<file path="config.mk">
export PLATFORM = sky130hd
export DESIGN_NAME = mul_div_unit_flat
export DESIGN_NICKNAME = d
export VERILOG_FILES = /design/src/rtl/mul_div_pkg.sv /design/src/rtl/mul_div_unit_if.sv /design/src/rtl/mul_div_unit.sv /design/src/flat_wrapper.sv
export SDC_FILE = /design/constraint.sdc
export NUM_CORES = 1
export LEC_CHECK = 0
export CAP_MARGIN = 20
export CORE_MARGIN = 2
export CORE_UTILIZATION = 59
export DETAILED_ROUTE_END_ITERATION = 12
export GPL_ROUTABILITY_DRIVEN = 0
export PLACE_DENSITY_LB_ADDON = 0.08
export SLEW_MARGIN = 20
export SYNTH_ARGS = -nofsm -noshare
export SYNTH_HDL_FRONTEND = slang
export SYNTH_SLANG_ARGS = --single-unit
</file>
<file path="constraint.sdc">
create_clock -name clk -period 5.1 [get_ports clk]
set_input_delay 1.02 -clock clk [delete_from_list [all_inputs] [get_ports clk]]
set_output_delay 1.02 -clock clk [all_outputs]
set_load 0.01 [all_outputs]
</file>
<file path="src/rtl/mul_div_pkg.sv">
// Shared types and helpers for the iterative multiply/divide unit.
// Operation and state encodings plus a width-independent conditional negate.
package mul_div_pkg;

  typedef enum logic [1:0] {
    MULT  = 2'b00,
    MULTU = 2'b01,
    DIV   = 2'b10,
    DIVU  = 2'b11
  } op_t;

  typedef enum logic [1:0] {
    IDLE = 2'b00,
    CALC = 2'b01,
    FIX  = 2'b10,
    DONE = 2'b11
  } state_t;

  // Widest value the helper handles; callers zero-extend in and truncate out.
  // Two's-complement negation of the low bits depends only on the low bits.
  localparam int unsigned NEG_MAX_W = 128;

  function automatic logic [NEG_MAX_W-1:0] cond_neg(input logic [NEG_MAX_W-1:0] v,
                                                    input logic                 neg);
    return neg ? ((~v) + NEG_MAX_W'(1)) : v;
  endfunction

endpackage

</file>
<file path="src/rtl/mul_div_unit_if.sv">
// Launch/result bus between the control unit (master) and the mul/div engine (slave).
interface mul_div_unit_if #(
  parameter int WIDTH = 32
);
  import mul_div_pkg::*;

  logic             start;
  op_t              op;
  logic [WIDTH-1:0] a;
  logic [WIDTH-1:0] b;
  logic             busy;
  logic             done;
  logic             div_zero;
  logic [WIDTH-1:0] hi;
  logic [WIDTH-1:0] lo;

  modport master (
    output start, op, a, b,
    input  busy, done, div_zero, hi, lo
  );

  modport slave (
    input  start, op, a, b,
    output busy, done, div_zero, hi, lo
  );

endinterface

</file>
<file path="src/rtl/mul_div_unit.sv">
// Iterative radix-2 shift-add multiplier and restoring divider sharing one
// 2*WIDTH shift register and one WIDTH+1-bit adder; results land in hi/lo.
module mul_div_unit
  import mul_div_pkg::*;
#(
  parameter int WIDTH = 32,
  parameter int CNT_W = $clog2(WIDTH)
) (
  input  logic              clk,
  input  logic              rst_n,
  mul_div_unit_if.slave     bus
);

  state_t               state_q, state_d;
  op_t                  op_q, op_d;
  logic                 sign_a_q, sign_a_d;
  logic                 sign_b_q, sign_b_d;
  logic [WIDTH-1:0]     opnd_q, opnd_d;     // |a| for multiply, |b| for divide
  logic [2*WIDTH-1:0]   acc_q, acc_d;       // {hi part, lo part}
  logic [CNT_W-1:0]     cnt_q, cnt_d;
  logic [WIDTH-1:0]     hi_q, hi_d;
  logic [WIDTH-1:0]     lo_q, lo_d;
  logic                 busy_q, busy_d;
  logic                 done_q, done_d;
  logic                 div_zero_q, div_zero_d;

  // Launch-side operand conditioning
  logic                 in_div, in_sa, in_sb;
  logic [WIDTH-1:0]     in_abs_a, in_abs_b;

  assign in_div   = bus.op[1];
  assign in_sa    = ~bus.op[0] & bus.a[WIDTH-1];
  assign in_sb    = ~bus.op[0] & bus.b[WIDTH-1];
  assign in_abs_a = WIDTH'(cond_neg(NEG_MAX_W'(bus.a), in_sa));
  assign in_abs_b = WIDTH'(cond_neg(NEG_MAX_W'(bus.b), in_sb));

  // Shared adder: multiply adds the multiplicand to the upper half when the
  // current multiplier bit is set; divide subtracts the divisor from the
  // partial remainder shifted left by one quotient bit.
  logic                 is_div;
  logic [WIDTH:0]       add_x, add_y, add_sum;
  logic                 add_cin;
  logic [2*WIDTH-1:0]   acc_step;

  assign is_div = op_q[1];

  always_comb begin
    if (is_div) begin
      add_x   = {acc_q[2*WIDTH-1:WIDTH], acc_q[WIDTH-1]};
      add_y   = ~{1'b0, opnd_q};
      add_cin = 1'b1;
    end else begin
      add_x   = {1'b0, acc_q[2*WIDTH-1:WIDTH]};
      add_y   = acc_q[0] ? {1'b0, opnd_q} : '0;
      add_cin = 1'b0;
    end
    add_sum = add_x + add_y + (WIDTH+1)'(add_cin);

    if (!is_div) begin
      acc_step = {add_sum, acc_q[WIDTH-1:1]};
    end else if (!add_sum[WIDTH]) begin
      acc_step = {add_sum[WIDTH-1:0], acc_q[WIDTH-2:0], 1'b1};
    end else begin
      acc_step = {add_x[WIDTH-1:0], acc_q[WIDTH-2:0], 1'b0};
    end
  end

  // Sign correction; the captured signs are zero for unsigned ops.
  logic [2*WIDTH-1:0]   fix_prod;
  logic [WIDTH-1:0]     fix_quot, fix_rem;

  assign fix_prod = (2*WIDTH)'(cond_neg(NEG_MAX_W'(acc_q), sign_a_q ^ sign_b_q));
  assign fix_quot = WIDTH'(cond_neg(NEG_MAX_W'(acc_q[WIDTH-1:0]), sign_a_q ^ sign_b_q));
  assign fix_rem  = WIDTH'(cond_neg(NEG_MAX_W'(acc_q[2*WIDTH-1:WIDTH]), sign_a_q));

  // NOTE: every variable gets a default before the case so no path leaves it
  // unassigned, which would otherwise infer a latch.
  always_comb begin
    state_d    = state_q;
    op_d       = op_q;
    sign_a_d   = sign_a_q;
    sign_b_d   = sign_b_q;
    opnd_d     = opnd_q;
    acc_d      = acc_q;
    cnt_d      = cnt_q;
    hi_d       = hi_q;
    lo_d       = lo_q;
    div_zero_d = 1'b0;

    case (state_q)
      IDLE, DONE: begin
        if (state_q == DONE) state_d = IDLE;
        if (bus.start) begin
          if (in_div && (bus.b == '0)) begin
            state_d    = DONE;
            hi_d       = bus.a;
            lo_d       = '1;
            div_zero_d = 1'b1;
          end else begin
            state_d  = CALC;
            op_d     = bus.op;
            sign_a_d = in_sa;
            sign_b_d = in_sb;
            cnt_d    = CNT_W'(WIDTH-1);
            opnd_d   = in_div ? in_abs_b : in_abs_a;
            acc_d    = {{WIDTH{1'b0}}, (in_div ? in_abs_a : in_abs_b)};
          end
        end
      end
      CALC: begin
        acc_d = acc_step;
        cnt_d = cnt_q - CNT_W'(1);
        if (cnt_q == '0) state_d = FIX;
      end
      FIX: begin
        state_d = DONE;
        if (is_div) begin
          hi_d = fix_rem;
          lo_d = fix_quot;
        end else begin
          hi_d = fix_prod[2*WIDTH-1:WIDTH];
          lo_d = fix_prod[WIDTH-1:0];
        end
      end
      default: state_d = IDLE;
    endcase

    busy_d = (state_d == CALC) || (state_d == FIX);
    done_d = (state_d == DONE);
  end

  // NOTE: state registers use non-blocking assignments so every flop samples
  // the pre-edge values regardless of statement order.
  always_ff @(posedge clk or negedge rst_n) begin
    if (!rst_n) begin
      state_q    <= IDLE;
      op_q       <= MULT;
      sign_a_q   <= 1'b0;
      sign_b_q   <= 1'b0;
      opnd_q     <= '0;
      acc_q      <= '0;
      cnt_q      <= '0;
      hi_q       <= '0;
      lo_q       <= '0;
      busy_q     <= 1'b0;
      done_q     <= 1'b0;
      div_zero_q <= 1'b0;
    end else begin
      state_q    <= state_d;
      op_q       <= op_d;
      sign_a_q   <= sign_a_d;
      sign_b_q   <= sign_b_d;
      opnd_q     <= opnd_d;
      acc_q      <= acc_d;
      cnt_q      <= cnt_d;
      hi_q       <= hi_d;
      lo_q       <= lo_d;
      busy_q     <= busy_d;
      done_q     <= done_d;
      div_zero_q <= div_zero_d;
    end
  end

  assign bus.busy     = busy_q;
  assign bus.done     = done_q;
  assign bus.div_zero = div_zero_q;
  assign bus.hi       = hi_q;
  assign bus.lo       = lo_q;

endmodule

</file>
<file path="src/flat_wrapper.sv">
// flat-port wrapper written by rule: the top's interface ports become plain ports
module mul_div_unit_flat import mul_div_pkg::*;
#(
  parameter int WIDTH = 32,
  parameter int CNT_W = $clog2(WIDTH)
)
  (clk, rst_n, bus_start, bus_op, bus_a, bus_b, bus_busy, bus_done, bus_div_zero, bus_hi, bus_lo);
  mul_div_unit_if #(.WIDTH(WIDTH)) bus_i ();
  input  logic clk;
  input  logic rst_n;
  input wire logic [$bits(bus_i.start)-1:0] bus_start;
  input wire logic [$bits(bus_i.op)-1:0] bus_op;
  input wire logic [$bits(bus_i.a)-1:0] bus_a;
  input wire logic [$bits(bus_i.b)-1:0] bus_b;
  output wire logic [$bits(bus_i.busy)-1:0] bus_busy;
  output wire logic [$bits(bus_i.done)-1:0] bus_done;
  output wire logic [$bits(bus_i.div_zero)-1:0] bus_div_zero;
  output wire logic [$bits(bus_i.hi)-1:0] bus_hi;
  output wire logic [$bits(bus_i.lo)-1:0] bus_lo;
  assign bus_i.start = bus_start;
  assign bus_i.op = bus_op;
  assign bus_i.a = bus_a;
  assign bus_i.b = bus_b;
  assign bus_busy = bus_i.busy;
  assign bus_done = bus_i.done;
  assign bus_div_zero = bus_i.div_zero;
  assign bus_hi = bus_i.hi;
  assign bus_lo = bus_i.lo;
  mul_div_unit #(.WIDTH(WIDTH), .CNT_W(CNT_W)) u_core (.clk(clk), .rst_n(rst_n), .bus(bus_i));
endmodule
</file>
; ---- Word level (Yosys, flattened, before mapping)
; Cells that the tools add are included.
[totals]
reg_bits = 174
input_bits = 69
elab_cells = 86
output_inout_bits = 67
[op_classes]
mux = 35
bitwise_logic = 11
n_addsub = 8
n_reduce_logical = 11
n_eq_ne = 9
[ops]
columns = operator, n
row1 = 2-to-1 mux 32 bit, 13
row2 = 2-to-1 mux 64 bit, 5
row3 = adder 32 x 1 -> 32 bit (second input constant), 4
row4 = inverter 32 bit, 4
row5 = case mux 32 bit (2 select lines), 2
row6 = case mux 64 bit (2 select lines), 1
row7 = 2-to-1 mux 33 bit, 2
row8 = adder 64 x 1 -> 64 bit (second input constant), 1
row9 = inverter 64 bit, 1
row10 = adder 33 x 1 -> 33 bit, 1
row11 = adder 33 bit, 1
row12 = inverter 32 -> 33 bit, 1
row13 = zero test 32 bit, 1
row14 = 2-to-1 mux 5 bit, 2
row15 = case mux 5 bit (2 select lines), 1
row16 = AND reduction 3 bit, 3
row17 = equality test 2 bit (second input constant), 4
row18 = 2-to-1 mux 2 bit, 4
row19 = case mux 2 bit (3 select lines), 1
row20 = zero test 5 bit, 1
row21 = subtractor 5 x 1 -> 5 bit (second input constant), 1
row22 = equality test 2 x 1 -> 1 bit (second input constant), 2
row23 = 2-to-1 mux 1 bit, 4
row24 = inequality test 2 bit (second input constant), 2
row25 = other kinds (9), 12

; ---- Depth between registers and ports, before layout
[depth]
word_depth = 7
depth_mapped = 19
ltp_nobuf = 15

; ---- Least setup slack after synthesis
; No wires, ideal clock.
[synth_path]
path_type = flip-flop to flip-flop
start = reg u_core.op_q[1]
end = reg u_core.acc_q[35]
path_stages_with_launch = 20
t_required_ns = 4.968
synth_period_minus_slack_ns = 4.348
path_buffers = 6
t_arrival_ns = 4.216
setup_time_ns = 0.132
setup_slack_ns = 0.752
cell_sequence = dfrtp_1 > clkbuf_8 > clkbuf_1 > clkbuf_1 > clkbuf_1 > nand2_1 > o21ai_0 > fa_1 > inv_1 > fa_1 > nand2b_1 > a21oi_1 > o211ai_1 > a21boi_1 > nor4b_1 > nor3_1 > buf_4 > buf_4 > mux2i_1 > o21ai_1
[synth_between]
elab_chain_cells = 6
elab_cells_between_ends = 8
classes_between = add/sub (2) / mux (6)
[synth_rtl]
columns = item, line
row1 = "start, declared", mul_div_unit.sv:15  ; op_t op_q, op_d;
row2 = "start signal, assigned", mul_div_unit.sv:150  ; op_q <= op_d;
row3 = 2-to-1 mux 33 bit, mul_div_unit.sv:48  ; if (is_div) begin
row4 = adder 33 bit, mul_div_unit.sv:57  ; add_sum = add_x + add_y + (WIDTH+1)'(add_cin);
row5 = adder 33 x 1 -> 33 bit, mul_div_unit.sv:57
row6 = 2-to-1 mux 64 bit, mul_div_unit.sv:61  ; end else if (!add_sum[WIDTH]) begin
row7 = 2-to-1 mux 64 bit (*), mul_div_unit.sv:59  ; if (!is_div) begin
row8 = case mux 64 bit (2 select lines) (*), mul_div_unit.sv:90  ; case (state_q)
row9 = "end signal, assigned", mul_div_unit.sv:141  ; acc_q <= '0;
row10 = "end signal, assigned", mul_div_unit.sv:154  ; acc_q <= acc_d;
row11 = "end, declared", mul_div_unit.sv:19  ; logic [2*WIDTH-1:0] acc_q, acc_d;
; Mark *: on every way between the ends. The rest lies on a longest branch, timed or not.
; A chain may end at the register's enable or synchronous reset.

; ---- Worst setup path after layout
[layout_path]
start = reg u_core.op_q[1]
end = reg u_core.acc_q[61]
; Same word-level chain as after synthesis.

==> results.sh <==
export IMPL_cp_data_required_time_ns=5.42
export IMPL_leakage_nw=6.745
export IMPL_avgSynthCellArea_um2=7.943
export IMPL_arrival_ns=4.72
export IMPL_antenna_found_initial=0
export IMPL_final_max_slew_viol_count=0
export IMPL_drc=0
export IMPL_dr_pass1_iters=7
export IMPL_ys_ff_latch=173
export IMPL_synthFlopType="dfrtp_1"
export IMPL_htreeDepth=4
export IMPL_hold_path_class="reg2reg"
export IMPL_cts_resized=0
export IMPL_cts_tree="done"
export IMPL_start_kind="register"
export IMPL_placed_cells=2162
export IMPL_vias=14593
export IMPL_wl_mm=48.36
export IMPL_dieArea_mm2=0.02577
export IMPL_yosysWarnings=0
export IMPL_num_rows=57
export IMPL_area_growth_pct=13.55
export IMPL_worstPathMaxFanout=33
export IMPL_fin_util=0.6790
export IMPL_dp_hpwl_mm=36.32
export IMPL_ios=136
export IMPL_synth_edf_count=0
export IMPL_clockRootBuffer="clkbuf_16"
export IMPL_hold_viol_final=0
export IMPL_fin_skew_ns=0.009598
export IMPL_cts_sinks=173
export IMPL_gr_total_overflow=0
export IMPL_max_cap_viol_count=0
export IMPL_crit_path_end_kind="register"
export IMPL_ys_seq_area_frac=0.2995
export IMPL_r2r_slack_ns=0.70
export IMPL_powerDensity_mw_per_mm2=694.5
export IMPL_holdBufCountCts=0
export IMPL_grtUsageTotal=0.3723
export IMPL_period_needed_ns=4.402
export IMPL_final_cell_count_no_fill=2194
export IMPL_worstSkewPairLatency_ns=0.44
export IMPL_fp_dieW_um=160.5
export IMPL_grt_max_degree=112
export IMPL_worst_pin_slew_ns=1.103
export IMPL_wl_per_cell_um=22.04
export IMPL_dpl_instance_area_mm2=0.01580
export IMPL_ant_nets=0
export IMPL_rsz0062_at_grt="false"
export IMPL_synth_area_mm2=0.01446
export IMPL_clockBufferDepth=2
export IMPL_status="finished clean"
export IMPL_tns_ns=0
export IMPL_slew_headroom=0.2592
export IMPL_worst_r2r_path_depth=13
export IMPL_critPathLaunch="u_core.op_q[1]"
export IMPL_path_class="reg2reg"
export IMPL_ys_types=87
export IMPL_clkTransAtPathRegs_ns=0.07
export IMPL_final_common_cell="nor2_1"
export IMPL_port_buffers=135
export IMPL_finalSetupViolCount=0
export IMPL_post_route_period_util=0.8631
export IMPL_die_height_um=160.5
export IMPL_num_antenna_cells=0
export IMPL_async_flop_share=1.000
export IMPL_fin_nets=1968
export IMPL_grt_pass1_vias=13343
export IMPL_numCtsBuffers=17
export IMPL_drive_gt1_frac=0.07754
export IMPL_drt_initial_drc_count=1896
export IMPL_vdd_ir_drop_max_mv=0.3329
export IMPL_core_area_mm2=0.02418
export IMPL_clock_fmax_mhz=227.2
export IMPL_r2r_end="u_core.acc_q[61]"
export IMPL_r2r_start="u_core.op_q[1]"
export IMPL_syn_inst=1820
export IMPL_layout_common_cells="nor2_1 (193), o21ai_0 (179), dfrtp_1 (172)"
export IMPL_viasPerCell=6.651
export IMPL_crit_path_end="u_core.acc_q[61]"
export IMPL_initial_core_util=0.5979
export IMPL_grt_pass1_wl_mm=75.02
export IMPL_postCtsSetupBuffers=0
export IMPL_syn_nets=1931
export IMPL_final_cell_area_mm2=0.01642
## synthesized netlist by cell type, types with 22 or more instances
cell type  number  area (um2)
inv_1          36       135.1
nor3_1         50       250.2
nor2_1        194       728.2
a31oi_1        40       250.2
nand3_1        27       135.1
o21ai_0       179       895.9
clkbuf_1       87       326.6
dfrtp_1       173        4329
and3_1         28       175.2
xnor2_1        58       508.0
a211oi_1       22       165.2
nand2_1       166       623.1
ha_1           40       500.5
a21oi_1       170       850.8
o21ai_1        23       115.1
buf_2          29       145.1
xor2_1         87       762.0
a22oi_1        22       165.2
mux2_2         47       529.3
mux2i_1        55       550.5
## worst min-delay path by stage
stage | from | depth (start not counted) | slack, ns | endpoint
2_1_floorplan | u_core.opnd_q[22] | 2 | 0.46 | u_core.opnd_q[22]
3_3_place_gp | u_core.bus.hi[22] | 2 | 0.46 | u_core.bus.hi[22]
3_5_place_dp | u_core.bus.hi[25] | 2 | 0.48 | u_core.bus.hi[25]
4_1_cts | u_core.bus.hi[25] | 2 | 0.49 | u_core.bus.hi[25]
5_1_grt | u_core.opnd_q[30] | 1 | 0.52 | u_core.opnd_q[30]
6_report | u_core.bus.hi[25] | 2 | 0.49 | u_core.bus.hi[25]
## registers in the layout (all words and copies together) (netlist names)
name	cells
u_core.cnt_q	5
u_core.sign_a_q	1
u_core.sign_b_q	1
u_core.opnd_q	32
u_core.state_q	2
u_core.bus.div_zero	1
u_core.bus.done	1
u_core.bus.busy	1
u_core.bus.lo	32
u_core.bus.hi	32
u_core.acc_q	64
u_core.op_q	1
## layout make-up
type	instances	area [um2]
timing repair buffer	162	1565
multi-input combinational	1466	9360
tap	324	405.4
fill	1990	7761
sequential	173	4333
inverter	37	138.9
clock buffer	18	429.2
clock inverter	14	183.9
## routing by layer
metal,vias up,share of wire,GRT usage
met2,896,0.42,0.5482
met1,6834,0.41,0.5120
li1,6669,-,-
met3,194,0.12,0.1036
met5,-,0,0
met4,0,0.053,0.1667
## kinds of logic after synthesis
family	share of synthesized area
buf+inv	0.05513
mux	0.07469
xor+xnor	0.08785
flops	0.2995
fa+ha+maj	0.03739
simple gates	0.1987
compound gates	0.2468
## report_power, final
group | internal, W | switching, W | total (W)
registers | 0.00193 | 0.000781 | 0.00271
clock network | 0.000785 | 0.000624 | 0.00141
logic | 0.00291 | 0.00438 | 0.00728
total | 0.00562 | 0.00578 | 0.0114
## through the flow
stage          worst slack (ns)  total power (W)  hold WS [ns]
6_report                 0.6984          0.01140        0.4896
5_1_grt                  0.3922          0.01216        0.5174
4_1_cts                  0.7873          0.01120        0.4910
3_5_place_dp             0.8182         0.009769        0.4760
3_3_place_gp             0.8710         0.009610        0.4620
2_1_floorplan            0.7522         0.007739        0.4553
## critical path, stage by stage, from the launching register on
cell and delay, ns:
dfrtp_4 0.62, inv_1 0.36, buf_4 0.41, o21ai_0 0.21, ha_1 0.44, a21o_1 0.23
a31o_2 0.22, a21oi_1 0.34, nand2_1 0.13, nor4b_1 0.40, nor3_2 0.11, buf_4 0.28
and3_1 0.24, a211o_1 0.26
(Power assumes the default switching activity.)
